$ cat src/rtl/interval_timer_pkg.sv
// Shared definitions for the interval timer arbiter: FSM state encodings.
package interval_timer_pkg;

  localparam logic [1:0] ST_IDLE = 2'd0;
  localparam logic [1:0] ST_RUN  = 2'd1;
  localparam logic [1:0] ST_DONE = 2'd2;

  typedef enum logic [1:0] {
    S_IDLE = ST_IDLE,
    S_RUN  = ST_RUN,
    S_DONE = ST_DONE
  } state_t;

endpackage

$ cat src/rtl/interval_timer_arbiter_rr.sv
// Combinational round-robin pick: first set request at or after the pointer,
// wrapping modulo NUM_REQ. Returns the one-hot pick and its index.
module rr_arbiter #(
  parameter int NUM_REQ = 4,
  parameter int IDX_W   = (NUM_REQ > 1) ? $clog2(NUM_REQ) : 1
) (
  input  logic [NUM_REQ-1:0] req,
  input  logic [IDX_W-1:0]   ptr,
  output logic [NUM_REQ-1:0] pick,
  output logic [IDX_W-1:0]   idx
);

  logic found_s;
  int   pos_s;

  // Scan from the pointer upward and take the first active request.
  always_comb begin
    pick    = '0;
    idx     = '0;
    found_s = 1'b0;
    pos_s   = 0;
    for (int k = 0; k < NUM_REQ; k++) begin
      pos_s = int'(ptr) + k;
      if (pos_s >= NUM_REQ) begin
        pos_s = pos_s - NUM_REQ;
      end else begin
        pos_s = pos_s;
      end
      if (!found_s && req[pos_s]) begin
        found_s     = 1'b1;
        pick[pos_s] = 1'b1;
        idx         = IDX_W'(pos_s);
      end else begin
        found_s = found_s;
      end
    end
  end

endmodule

$ cat src/rtl/interval_timer_arbiter.sv
// One shared interval down-counter time-multiplexed between NUM_REQ
// requesters by a round-robin arbiter; done pulses to the owner on expiry.
module interval_timer_arbiter
  import interval_timer_pkg::*;
#(
  parameter int NUM_REQ = 4,
  parameter int CNT_W   = 8
) (
  input  logic                     clk,
  input  logic                     rst_n,
  input  logic                     tick_en,
  input  logic [NUM_REQ-1:0]       req,
  input  logic [NUM_REQ*CNT_W-1:0] req_len,
  output logic [NUM_REQ-1:0]       grant,
  output logic [NUM_REQ-1:0]       done,
  output logic                     busy,
  output logic [CNT_W-1:0]         cur_count
);

  localparam int IDX_W = (NUM_REQ > 1) ? $clog2(NUM_REQ) : 1;

  state_t               state_r, state_nxt_s;
  logic [IDX_W-1:0]     owner_r, owner_nxt_s;
  logic [IDX_W-1:0]     ptr_r, ptr_nxt_s;
  logic [CNT_W-1:0]     cnt_r, cnt_nxt_s;
  logic [NUM_REQ-1:0]   grant_r, grant_nxt_s;
  logic [NUM_REQ-1:0]   done_r, done_nxt_s;
  logic                 busy_r, busy_nxt_s;
  logic [NUM_REQ-1:0]   pick_s;
  logic [IDX_W-1:0]     pick_idx_s;
  logic [IDX_W-1:0]     owner_inc_s;
  logic [NUM_REQ-1:0]   owner_oh_s;

  rr_arbiter #(
    .NUM_REQ (NUM_REQ),
    .IDX_W   (IDX_W)
  ) u_rr (
    .req  (req),
    .ptr  (ptr_r),
    .pick (pick_s),
    .idx  (pick_idx_s)
  );

  // Pointer successor of the current owner and its one-hot decode.
  always_comb begin
    if (owner_r == IDX_W'(NUM_REQ - 1)) begin
      owner_inc_s = '0;
    end else begin
      owner_inc_s = owner_r + IDX_W'(1);
    end
    owner_oh_s = {{(NUM_REQ-1){1'b0}}, 1'b1} << owner_r;
  end

  // Next-state and next-output logic; all outputs leave through registers.
  always_comb begin
    state_nxt_s = state_r;
    owner_nxt_s = owner_r;
    ptr_nxt_s   = ptr_r;
    cnt_nxt_s   = cnt_r;
    grant_nxt_s = grant_r;
    done_nxt_s  = '0;
    busy_nxt_s  = busy_r;
    case (state_r)
      S_IDLE: begin
        if (|req) begin
          state_nxt_s = S_RUN;
          owner_nxt_s = pick_idx_s;
          cnt_nxt_s   = req_len[pick_idx_s*CNT_W +: CNT_W];
          grant_nxt_s = pick_s;
          busy_nxt_s  = 1'b1;
        end else begin
          state_nxt_s = S_IDLE;
        end
      end
      S_RUN: begin
        if (!req[owner_r]) begin
          // Owner withdrew: release silently and move the pointer past it.
          state_nxt_s = S_IDLE;
          ptr_nxt_s   = owner_inc_s;
          cnt_nxt_s   = '0;
          grant_nxt_s = '0;
          busy_nxt_s  = 1'b0;
        end else if (cnt_r == '0) begin
          state_nxt_s = S_DONE;
          grant_nxt_s = '0;
          done_nxt_s  = owner_oh_s;
          busy_nxt_s  = 1'b1;
        end else if (tick_en) begin
          cnt_nxt_s = cnt_r - CNT_W'(1);
        end else begin
          cnt_nxt_s = cnt_r;
        end
      end
      S_DONE: begin
        state_nxt_s = S_IDLE;
        ptr_nxt_s   = owner_inc_s;
        busy_nxt_s  = 1'b0;
      end
      default: begin
        state_nxt_s = S_IDLE;
        cnt_nxt_s   = '0;
        grant_nxt_s = '0;
        busy_nxt_s  = 1'b0;
      end
    endcase
  end

  // State, pointer, counter and output registers with synchronous reset.
  always_ff @(posedge clk) begin
    if (!rst_n) begin
      state_r <= S_IDLE;
      owner_r <= '0;
      ptr_r   <= '0;
      cnt_r   <= '0;
      grant_r <= '0;
      done_r  <= '0;
      busy_r  <= 1'b0;
    end else begin
      state_r <= state_nxt_s;
      owner_r <= owner_nxt_s;
      ptr_r   <= ptr_nxt_s;
      cnt_r   <= cnt_nxt_s;
      grant_r <= grant_nxt_s;
      done_r  <= done_nxt_s;
      busy_r  <= busy_nxt_s;
    end
  end

  assign grant     = grant_r;
  assign done      = done_r;
  assign busy      = busy_r;
  assign cur_count = cnt_r;

endmodule

$ cat config.mk
export PLATFORM = sky130hd
export DESIGN_NAME = interval_timer_arbiter
export DESIGN_NICKNAME = d
export VERILOG_FILES = /design/src/rtl/interval_timer_pkg.sv /design/src/rtl/interval_timer_arbiter_rr.sv /design/src/rtl/interval_timer_arbiter.sv
export SDC_FILE = /design/constraint.sdc
export NUM_CORES = 1
export LEC_CHECK = 0
export ABC_AREA = 1
export CAP_MARGIN = 20
export CORE_UTILIZATION = 40
export CTS_CLUSTER_SIZE = 20
export DETAILED_ROUTE_END_ITERATION = 7
export PLACE_DENSITY = 0.73
export SLEW_MARGIN = 10
export SYNTH_ARGS = -nofsm -noshare
export SYNTH_HDL_FRONTEND = slang
export SYNTH_SLANG_ARGS = --single-unit
$ cat constraint.sdc
create_clock -name clk -period 2.05 [get_ports clk]
set_input_delay 0.3075 -clock clk [delete_from_list [all_inputs] [get_ports clk]]
set_output_delay 0.3075 -clock clk [all_outputs]
set_load 0.02 [all_outputs]
==> impl_metrics.json <==
{
  "outcome": "completed",
  "whs_endpoint": "grant[3]$_SDFFE_PN0P_",
  "drv_slew": 0,
  "start_util": 0.4290,
  "ant_nets": 0,
  "crit_family": "simple AND/OR/NAND/NOR gates",
  "grt_pass1_vias": 1851,
  "overflow": 0,
  "crit_start": "ptr_r[0]$_SDFFE_PN0P_",
  "place.gp.congestion": 0.8809,
  "reg2regPathDepth": 15,
  "drv_cap": 0,
  "hold_viol_final": 0,
  "clock_latency_ns": 0.27,
  "final.period_utilization": 0.9765,
  "ys_types": 33,
  "tritoncts": "built",
  "grt_first_pass_wirelength_mm": 8.024,
  "slowest_stage": "dfxtp_4",
  "ys_ff_latch": 23,
  "vdd_drop_max_v": 0.0008530,
  "diodes": 0,
  "seq_area_um2": 465.4,
  "layout_common_cells": "nand2_1 (93), clkdlybuf4s50_1 (54), nand3_1 (37), inv_1 (24), buf_4 (24)",
  "viasPerCell": 5.065,
  "mostFrequentLayoutCell": "nand2_1",
  "finalWirelength_mm": 5.274,
  "syn_to_final_growth_pct": 56.51,
  "cts_buffer_depth": 2,
  "synthCells": 283,
  "grt_max_degree": 18,
  "rows": 23,
  "placed_area_um2": 2589,
  "critPathKind": "reg2reg",
  "max_clock_freq_mhz": 499.5,
  "drt_iter0_markers": 150,
  "grt_setup_unrepaired": "yes",
  "total_power_mw": 4.511,
  "fin_util": 0.6715,
  "synth-seq-area-share": 0.2590,
  "htreeDepth": 1,
  "pin_count": 56,
  "wire_per_inst_um": 12.62,
  "worstReg2RegEnd": "cur_count[7]$_SDFFE_PN0P_",
  "die_area_um2": 4716,
  "placed_cells": 410,
  "cts_hold_buf": 0,
  "die_w_um": 68.67,
  "crit_path_frequent_cell": "nand3_2",
  "fin_setup_tns_ns": 0,
  "nFillCells": 375,
  "synth-edff-count": 0,
  "synth_fp_nets": 330,
  "arrival_ns": 2.21,
  "finalClockSkew_ns": 0.002151,
  "async_flop_share": 0,
  "hold_path_class": "reg2reg",
  "clock-sinks": 23,
  "hold_start": "grant[3]$_SDFFE_PN0P_",
  "tightest_slew_ns": 0.3402,
  "avgSynthCellArea_um2": 6.283,
  "endpoint_kind": "register",
  "die_h_um": 68.67,
  "instances_no_fill": 418,
  "critPathBufInv": 3,
  "syn_area_um2": 1778,
  "dp_hpwl_mm": 3.977,
  "yosys_warnings": 0,
  "relSlewSlack": 0.7715,
  "drive_gt1_frac": 0.1929,
  "final_area_um2": 2783,
  "multi_input_area_um2": 1296,
  "synth_flop_cell": "dfxtp_1",
  "cp_cell_sequence": "inv_2 -> ha_4 -> inv_2 -> nand3_2 -> nand2_2 -> o21ai_1 -> nand2_2 -> nand2_8 -> buf_12 -> nand3_1 -> nand3_2 -> nand3_2 -> nand2_1 -> nand2_1 -> a21oi_1",
  "io_buffers": 55,
  "setup_viol": 0,
  "drc": 0,
  "numCtsBuffers": 3,
  "r2r-start": "ptr_r[0]$_SDFFE_PN0P_",
  "coreArea_um2": 4144,
  "r2r_slack_ns": 0.05,
  "gr-usage-all-layers": 0.2262,
  "holdPathStages": 2,
  "required_ns": 2.26,
  "startpoint_type": "register",
  "leakage_nw": 1.309,
  "cellPowerDensity_nw_per_um2": 1621,
  "crit_fanout": 10,
  "drt_pass1_iterations": 4,
  "post-route-min-period_ns": 2.002,
  "cpPeakStageDelay_ns": 0.35,
  "clkTransAtPathRegs_ns": 0.09,
  "final_nets": 416,
  "cts.root.buffer_cell": "clkbuf_8",
  "antenna_found_initial": 0,
  "num_vias": 2117
}
worst reg2reg max path: stages, from the launching register on:
cell and delay, ns:
dfxtp_4 0.35, inv_2 0.04, ha_4 0.27, inv_2 0.04, nand3_2 0.06, nand2_2 0.09
o21ai_1 0.22, nand2_2 0.13, nand2_8 0.14, buf_12 0.14, nand3_1 0.08, nand3_2 0.09
nand3_2 0.07, nand2_1 0.06, nand2_1 0.04, a21oi_1 0.11
per-layer routing:
metal  wire length, µm  track usage  part of all wire  up-vias
met5                 0            0                 0        -
met3               300      0.03618             0.057        6
li1                  -            -                 -     1107
met2              2453       0.3873              0.47       75
met1              2473       0.2905              0.47      929
met4                46      0.06250            0.0087        0
synth_stat cells, types with 3 or more instances:
cell type | n | area share
inv_2 | 3 | 0.0063
ha_1 | 8 | 0.056
xnor2_1 | 4 | 0.020
nand3_1 | 45 | 0.13
inv_1 | 26 | 0.055
o21ai_0 | 10 | 0.028
nand2_4 | 3 | 0.019
dfxtp_1 | 23 | 0.26
o22ai_1 | 3 | 0.011
nand2_1 | 95 | 0.20
nor2_1 | 16 | 0.034
a21oi_1 | 21 | 0.059
kinds of logic after synthesis:
family,share of synthesized area
xor+xnor,0.02463
buf+inv,0.08092
compound gates,0.1260
fa+ha+maj,0.05630
simple gates,0.4532
flops,0.2590
final cells by class:
cell class,count,area share
Sequential cell,23,0.1673
Clock buffer,3,0.01484
Multi-Input combinational cell,228,0.4658
Tap cell,50,0.02248
Clock inverter,1,0.001799
Inverter,29,0.04002
Timing Repair Buffer,84,0.2878
flip-flops by register name, summed over array words and instances, names as in the netlist:
| name | flops |
|---|---|
| busy | 1 |
| owner_r | 2 |
| ptr_r | 2 |
| grant | 4 |
| state_r | 2 |
| done | 4 |
| cur_count | 8 |
metrics by stage:
step	setup WS [ns]	hold WS (ns)
finish	0.04816	0.4691
global route	-0.08566	0.4963
global placement	-0.1468	0.4553
CTS	0.04109	0.4711
floorplan	0.04372	0.4384
detailed placement	-0.1964	0.4569
worst max-delay path by stage:
stage                                      to  slack (ns)  cells past startpoint
floorplan           cur_count[3]$_SDFFE_PN0P_        0.04                     17
global placement    cur_count[0]$_SDFFE_PN0P_       -0.15                     15
detailed placement  cur_count[0]$_SDFFE_PN0P_       -0.20                     15
CTS                 cur_count[0]$_SDFFE_PN0P_        0.04                     16
global route        cur_count[3]$_SDFFE_PN0P_       -0.09                     15
finish              cur_count[7]$_SDFFE_PN0P_        0.05                     15
repair_timing:
action | 4_1_cts | 5_1_grt
pin swaps | 0 | 14
buffers inserted | 0 | 1
cloned | 0 | 3
setup endpoints to repair | 1 | 15
gates resized for setup | 1 | 23
power breakdown:
| group | total [mW] | internal, mW | switching [mW] |
|---|---|---|---|
| clock | 0.297 | 0.136 | 0.161 |
| combinational | 3.51 | 1.53 | 1.98 |
| sequential | 0.703 | 0.587 | 0.115 |
| total | 4.51 | 2.26 | 2.25 |
(Power assumes the default switching activity.)
